`src/rtl/freq_divider_m_pkg.sv`:
```
// freq_divider_m_pkg: shared helpers for the clock divider.
package freq_divider_m_pkg;
  function automatic int clog2_min1(input int v);
    return (v <= 2) ? 1 : $clog2(v);
  endfunction
endpackage

```
`src/rtl/freq_divider_m.sv`:
```
// freq_divider_m: divide clk by M into a registered square wave plus a terminal-count tick.
module freq_divider_m
  import freq_divider_m_pkg::*;
#(
  parameter int M = 12_000_000,
  parameter int W = clog2_min1(M)
) (
  input  logic clk,
  input  logic rst_n,
  input  logic ena,
  output logic clk_salida,
  output logic tick
);
  localparam logic [W-1:0] CNT_MAX = W'(M - 1);
  localparam logic [W-1:0] HALF    = W'(M / 2);
  logic [W-1:0] r_cnt;
  logic         r_clk_salida;
  logic [W-1:0] w_cnt_nxt;
  if (M < 2) begin : g_bad_m
    $error("freq_divider_m: M must be at least 2");
  end
  // explicit wrap at M-1 so power-of-two M never relies on overflow
  assign w_cnt_nxt = ~ena ? r_cnt : (r_cnt == CNT_MAX) ? '0 : r_cnt + W'(1);
  always_ff @(posedge clk) begin
    if (!rst_n) begin
      r_cnt        <= '0;
      r_clk_salida <= 1'b0;
    end else begin
      r_cnt        <= w_cnt_nxt;
      r_clk_salida <= (w_cnt_nxt >= HALF);
    end
  end
  assign clk_salida = r_clk_salida;
  assign tick       = ena & (r_cnt == CNT_MAX);
endmodule

```
`config.mk`:
```
export PLATFORM = sky130hd
export DESIGN_NAME = freq_divider_m
export DESIGN_NICKNAME = d
export VERILOG_FILES = /design/src/rtl/freq_divider_m_pkg.sv /design/src/rtl/freq_divider_m.sv
export SDC_FILE = /design/constraint.sdc
export NUM_CORES = 1
export LEC_CHECK = 0
export ABC_AREA = 1
export ABC_CLOCK_PERIOD_IN_PS = 2060
export CAP_MARGIN = 20
export CORE_MARGIN = 2
export CORE_UTILIZATION = 25
export CTS_BUF_LIST = sky130_fd_sc_hd__clkbuf_8
export CTS_CLUSTER_DIAMETER = 80
export CTS_CLUSTER_SIZE = 10
export DETAILED_ROUTE_END_ITERATION = 8
export DONT_BUFFER_PORTS = 1
export SYNTH_ARGS = -nofsm -noshare
export SYNTH_HDL_FRONTEND = slang
export SYNTH_SLANG_ARGS = --single-unit
export TNS_END_PERCENT = 1
```
`constraint.sdc`:
```
create_clock -name clk -period 2.06 [get_ports clk]
set_clock_uncertainty 0.15 [all_clocks]
set_input_delay 0.412 -clock clk [delete_from_list [all_inputs] [get_ports clk]]
set_output_delay 0.412 -clock clk [all_outputs]
set_load 0.01 [all_outputs]
```
==> results.toml, run 1 <==
[yosys]
number_of_flip_flops_and_latches_in_the_synthesized_netlist = 25
ys_warn_count = 0
synth-async-reset-ratio_pct = 0
synth_most_common_cell = "nand2_1"
synth-edff-count = 0
synth_top_cells_by_area = "dfxtp_1 (29%), nand2_1 (17%), nor2_1 (13%)"
syn_avg_cell_area_um2 = 6.08
synth.distinct_cells = 28
synth-main-ff-cell = "dfxtp_1"
post-synth-top-area-cell = "dfxtp_1"
synth.top_cell.area_share_pct = 28.8
synthTopCellsByCount = "nand2_1 (78), nor2_1 (59), inv_1 (38)"
seq_area_frac_synth_pct = 28.8
syn-instance-count = 286
netlist_area_um2 = 1740
synthesized_netlist_net_count = 291

[clocking]
cts_max_path_buffers = 2
clkLatencyLatePin_ns = 0.28
root_buffer = "clkbuf_8"
tritoncts.num_buffers = 3
cts_tree = "done"
cts.reportedPaths.clkPinSlew_ns = 0.09
clock_tree.htree_level_count = 1
cts_hold_bufs = 0
tritoncts_num_sinks = 25

[drt]
wl_per_cell_um = 11.7
dr.first_iter.drc_count = 68
met2_length_um = 2090
wire_length_on_met3_um = 147
routed.top_layer = "met4"
vias_per_cell = 4.58
drc = 0
drt_wl_total_um = 4370
drt_pre_antenna_iters = 4
routed-via-count = 1707
route.layer.met1.wl_um = 2110
final_antenna_net_count = 0

[cells_and_area]
postLayoutCoreUtil_pct = 29.8
layout-drive-gt1-share_pct = 19.5
final-seq-area_um2 = 518
num_antenna_cells = 0
layoutNonFillerInstCount = 373
areaGrowthSynthToFinish_pct = 15.8
multi_input_area_um2 = 1150
nets = 299
fillers = 755

[power_and_ir_drop]
cell_internal_pwr_mw = 0.629
peakVddDrop_v = 0.000329
static-leakage-power_nw = 0.898
swShare_pct = 23.3
power_per_cell_area_nw_per_um2 = 407
pwr-share-comb_pct = 3.4
share_seq_of_total_power_pct = 60.0
clkPwrFrac_pct = 36.6
power_mw = 0.819
power.net_switching_mw = 0.191

[global_routing]
grt_start_max_net_pins = 17
grt_pass1_wl_um = 7250
first_global_vias = 1545
globalRoute.totalOverflow = 0
grt_antenna_before_repair = 0
global_route.usage.total_pct = 11.8

[floorplan]
die-area_um2 = 7640
placeableCoreArea_um2 = 6760
initial_core_utilization_pct = 25.7
boundaryPins = 5
row_count = 30
fp.dieW_um = 87.4
fp.dieH_um = 87.4

[sta]
finalSetupViolations = 0
final.period_utilization_pct = 93.1
final_period_minus_worst_setup_slack_ns = 1.92
tightestPinTransition_ns = 0.463
maxClockFrequency_mhz = 521
hold_viol_final = 0
hold_ws_ns = 0.0756
timing.final.max_slew_violations = 0
max_slew_margin_pct = 68.7

[min_path]
hold_path.startpoint = "rst_n"
worst_hold_path_class = "input port to flip-flop"
hold_depth = 2

[status]
status = "completed"

[setup_path]
setup.worst_path.end_class = "output pin"
reg2reg_depth = 14
critPathArrivalTime_ns = 1.36
cp_max_fo = 4
worst-r2r-setup-slack_ns = 0.16
crit_start = "r_cnt[0]"
critPathKind = "flip-flop to output pin"
timing.rr.start = "r_cnt[0]"
worst-endpoint-required_ns = 1.50
start_kind = "flip-flop"

[place]
dpl.cell_count = 364
place.port_buffers = 0
dpl.hpwl_um = 3280
place_congestion = 0.893

[flow_run]
cap_violations = 0
==> final cells by class <==
type                       count  area share [%]
sequential                    25            25.7
tap                           80            4.97
inverter                      42            7.83
multi-input combinational    216            57.0
clock buffer                   3            2.05
clock inverter                 1           0.186
timing repair buffer           6            2.24
==> worst max-delay path, stage by stage (launching register included) <==
cell and delay (ns):
dfxtp_4 0.38, ha_4 0.14, inv_1 0.07, nor2_4 0.14, nand2_4 0.09, nor2_4 0.10, nand2_4 0.07, inv_2 0.08
==> cells by family (layout without fill, tap and decap cells) <==
logic type	count (synthesis)	count (layout)	synth area share, %
compound gates	14	14	4.89
xor+xnor	4	4	2.01
fa+ha+maj	2	2	1.44
buf+inv	45	52	10.1
flops	25	25	28.8
simple gates	196	196	52.7
==> repair_timing <==
item | 4_1_cts | 5_1_grt
endpoints found under the setup margin | 1 | 2
resized for setup | 4 | 29
pin swaps | 0 | 10
endpoints found under the hold margin | 0 | 0
buffers inserted | 2 | 3
==> state kept, by name, indices dropped and copies added, names as in the netlist <==
name        flops
clk_salida      1
r_cnt          24
==> power by group through the flow <==
stage	clock network, mW	registers [mW]	logic, mW
after floorplan	0	0.501	0.0209
after global placement	0	0.501	0.0252
after detailed placement	0	0.501	0.0255
after CTS	0.307	0.491	0.0256
after global routing	0.318	0.492	0.0326
final	0.300	0.491	0.0279
==> through the flow <==
step | area, µm² | worst slack, ns | setup TNS [ns]
5_1_grt | 2010 | -0.0256 | -0.0256
6_report | 2010 | 0.141 | 0
3_3_place_gp | 1830 | 0.104 | 0
4_1_cts | 1900 | 0.0350 | 0
3_5_place_dp | 1830 | 0.0450 | 0
2_1_floorplan | 1740 | 0.252 | 0
==> per-layer routing <==
metal,vias to the layer above,GRT usage (%)
li1,897,-
met1,773,16.8
met2,34,18.7
met3,3,1.42
met4,0,2.94
met5,-,0
==> worst paths after layout <==
check | to
min | r_cnt[4]
min reg2reg | r_cnt[5]
max reg2reg | clk_salida
max | tick
==> layout by cell type (no fill, tap or decap), drive strengths merged <==
| master | netlist | final |
|---|---|---|
| a21oi | 9 | 9 |
| and3 | 1 | 1 |
| buf | 1 | 6 |
| clkbuf | 2 | 3 |
| dfxtp | 25 | 25 |
| ha | 2 | 2 |
| inv | 42 | 43 |
| nand2 | 83 | 83 |
| nand3 | 30 | 30 |
| nand3b | 1 | 1 |
| nand4 | 6 | 6 |
| nor2 | 69 | 69 |
| nor3 | 5 | 5 |
| nor4b | 1 | 1 |
| o21ai | 2 | 2 |
| o21bai | 3 | 3 |
| xnor2 | 2 | 2 |
| xor2 | 2 | 2 |
(Power assumes the default switching activity.)
==> inputs of run 2 (changes only) <==
Settings changed: BUFFER_PORTS_ARGS from default to -buffer_cell sky130_fd_sc_hd__buf_2, DONT_BUFFER_PORTS 1 to default.
==> run 2 against run 1 <==
Die area unchanged. Critical path depth up 1. Hold slack improved by 0.14 ns. Core utilization is 0.15 points higher. Critical path type unchanged. Largest cell class unchanged. Highest routed layer unchanged.
==> results.toml, run 2 (synthesized netlist as in run 1, its figures left out) <==
[cells_and_area]
nets = 305
num_antenna_cells = 0
top_register = "r_cnt"
layout_common_cells = "nand2_1 (76), nor2_1 (54), inv_1 (37), nand3_1 (26), dfxtp_1 (16)"
largest_register_ffs = 24
fillers = 744
areaGrowthSynthToFinish_pct = 16.4
layout-drive-gt1-share_pct = 20.4
mostFrequentLayoutCell = "nand2_1"

[drt]
drt_wl_total_um = 4250
final_antenna_net_count = 0
vias_per_cell = 4.58
dr.first_iter.drc_count = 53
routed-via-count = 1737
drt_pre_antenna_iters = 4
wl_per_cell_um = 11.2
drc = 0

[global_routing]
use_met2_pct = 19.5
global_route.peak_usage_layer = "met2"
grt_antenna_before_repair = 0
grt_pass1_wl_um = 7330
grt_start_max_net_pins = 16
first_global_vias = 1670
globalRoute.totalOverflow = 0
grt_use_met1_pct = 16.1
groute.layer.met3.usage_pct = 1.23
global_route.usage.total_pct = 12.0

[clocking]
cts_max_path_buffers = 2
clkLatencyLatePin_ns = 0.28
cts_tree = "done"
clock_tree.htree_level_count = 1
tritoncts.num_buffers = 3
tritoncts_num_sinks = 25
root_buffer = "clkbuf_8"
cts.reportedPaths.clkPinSlew_ns = 0.10

[setup_path]
critical_path.max_stage_delay_ns = 0.38
cpMaxStageDelayCell = "dfxtp_4"
worst-r2r-setup-slack_ns = 0.15
critical_path.n_buffers_inverters = 3
worst-endpoint-required_ns = 1.50
critPathKind = "flip-flop to output pin"
cp_top_family = "simple AND/OR/NAND/NOR gates"
cp_max_fo = 4
setup.worst_path.end_class = "output pin"
worstPathCellList = "ha_4 -> inv_1 -> nor2_4 -> nand2_4 -> nor2_4 -> nand2_4 -> inv_2 -> buf_2"
critPathArrivalTime_ns = 1.42
start_kind = "flip-flop"

[power_and_ir_drop]
cell_internal_pwr_mw = 0.633
static-leakage-power_nw = 0.909
swShare_pct = 23.5
clkPwrFrac_pct = 36.4
power_mw = 0.827
peakVddDrop_v = 0.000297
pwr-share-comb_pct = 4.3
power.net_switching_mw = 0.195
power_per_cell_area_nw_per_um2 = 409
share_seq_of_total_power_pct = 59.3

[sta]
hold_viol_final = 0
maxClockFrequency_mhz = 505
final_period_minus_worst_setup_slack_ns = 1.98
hold_ws_ns = 0.216
timing.final.max_slew_violations = 0
final.period_utilization_pct = 96.1
max_slew_margin_pct = 63.1
finalSetupViolations = 0
tightestPinTransition_ns = 0.547

[flow_run]
cap_violations = 0

[place]
dpl.hpwl_um = 3310
place_congestion = 0.925
place.port_buffers = 4

[floorplan]
fp.dieW_um = 87.4
placeableCoreArea_um2 = 6760
fp.dieH_um = 87.4
initial_core_utilization_pct = 25.7
row_count = 30
die-area_um2 = 7640
boundaryPins = 5

[status]
status = "completed"

[min_path]
worst_hold_path_class = "input port to flip-flop"
-- run 2: metrics by stage --
stage,setup WS [ns],area (µm²),setup TNS (ns),instances,util (%)
floorplan,0.252,1740,0,286,-
global placement,0.102,1860,0,369,27.5
detailed placement,0.0651,1860,0,369,27.5
CTS,0.0126,1930,0,375,28.6
global route,-0.00895,2020,-0.00895,379,30.0
finish,0.0803,2020,0,379,30.0
-- run 2: worst register-to-register path: cells and delay by family, from the launching register on --
kind / cells / cell delay, ns
simple gates: 10 / 0.79
flops: 1 / 0.38
buf+inv: 2 / 0.24
fa+ha+maj: 1 / 0.14
compound gates: 1 / 0.13
-- run 2: worst paths after layout --
| check | depth (start not counted) | start | to |
|---|---|---|---|
| worst max-delay path | 8 | r_cnt[0] | tick |
| worst min-delay path | 3 | rst_n | r_cnt[4] |
| worst max register to register | 14 | r_cnt[0] | clk_salida |
| worst min register to register | 2 | r_cnt[5] | r_cnt[5] |
-- run 2: power by group through the flow --
stage	combinational, mW	clock, mW	sequential (mW)
after floorplan	0.0209	0	0.501
after global placement	0.0334	0	0.501
after detailed placement	0.0335	0	0.501
after CTS	0.0335	0.307	0.491
after global routing	0.0398	0.326	0.492
final	0.0355	0.301	0.491
-- run 2: repair_timing --
action,in CTS,in global routing
endpoints found under the hold margin,0,0
setup endpoints to repair,1,2
setup buffers,2,4
pin swaps,1,6
gates resized for setup,4,23
hold buffers,0,0
-- run 2: final cells by class --
type / instances / area (µm²) / area share [%]
Clock buffer: 3 / 41.3 / 2.04
Sequential cell: 25 / 517 / 25.5
Inverter: 42 / 158 / 7.79
Timing Repair Buffer: 12 / 80.1 / 3.96
Multi-Input combinational cell: 216 / 1120 / 55.5
Clock inverter: 1 / 5.00 / 0.247
Tap cell: 80 / 100 / 4.94
-- run 2: layer usage --
metal | vias up | share of wire [%] | wire, µm
met3 | 11 | 2.1 | 88
met2 | 27 | 46 | 1940
met5 | - | 0 | 0
li1 | 919 | - | -
met1 | 780 | 50 | 2120
met4 | 0 | 2.4 | 104
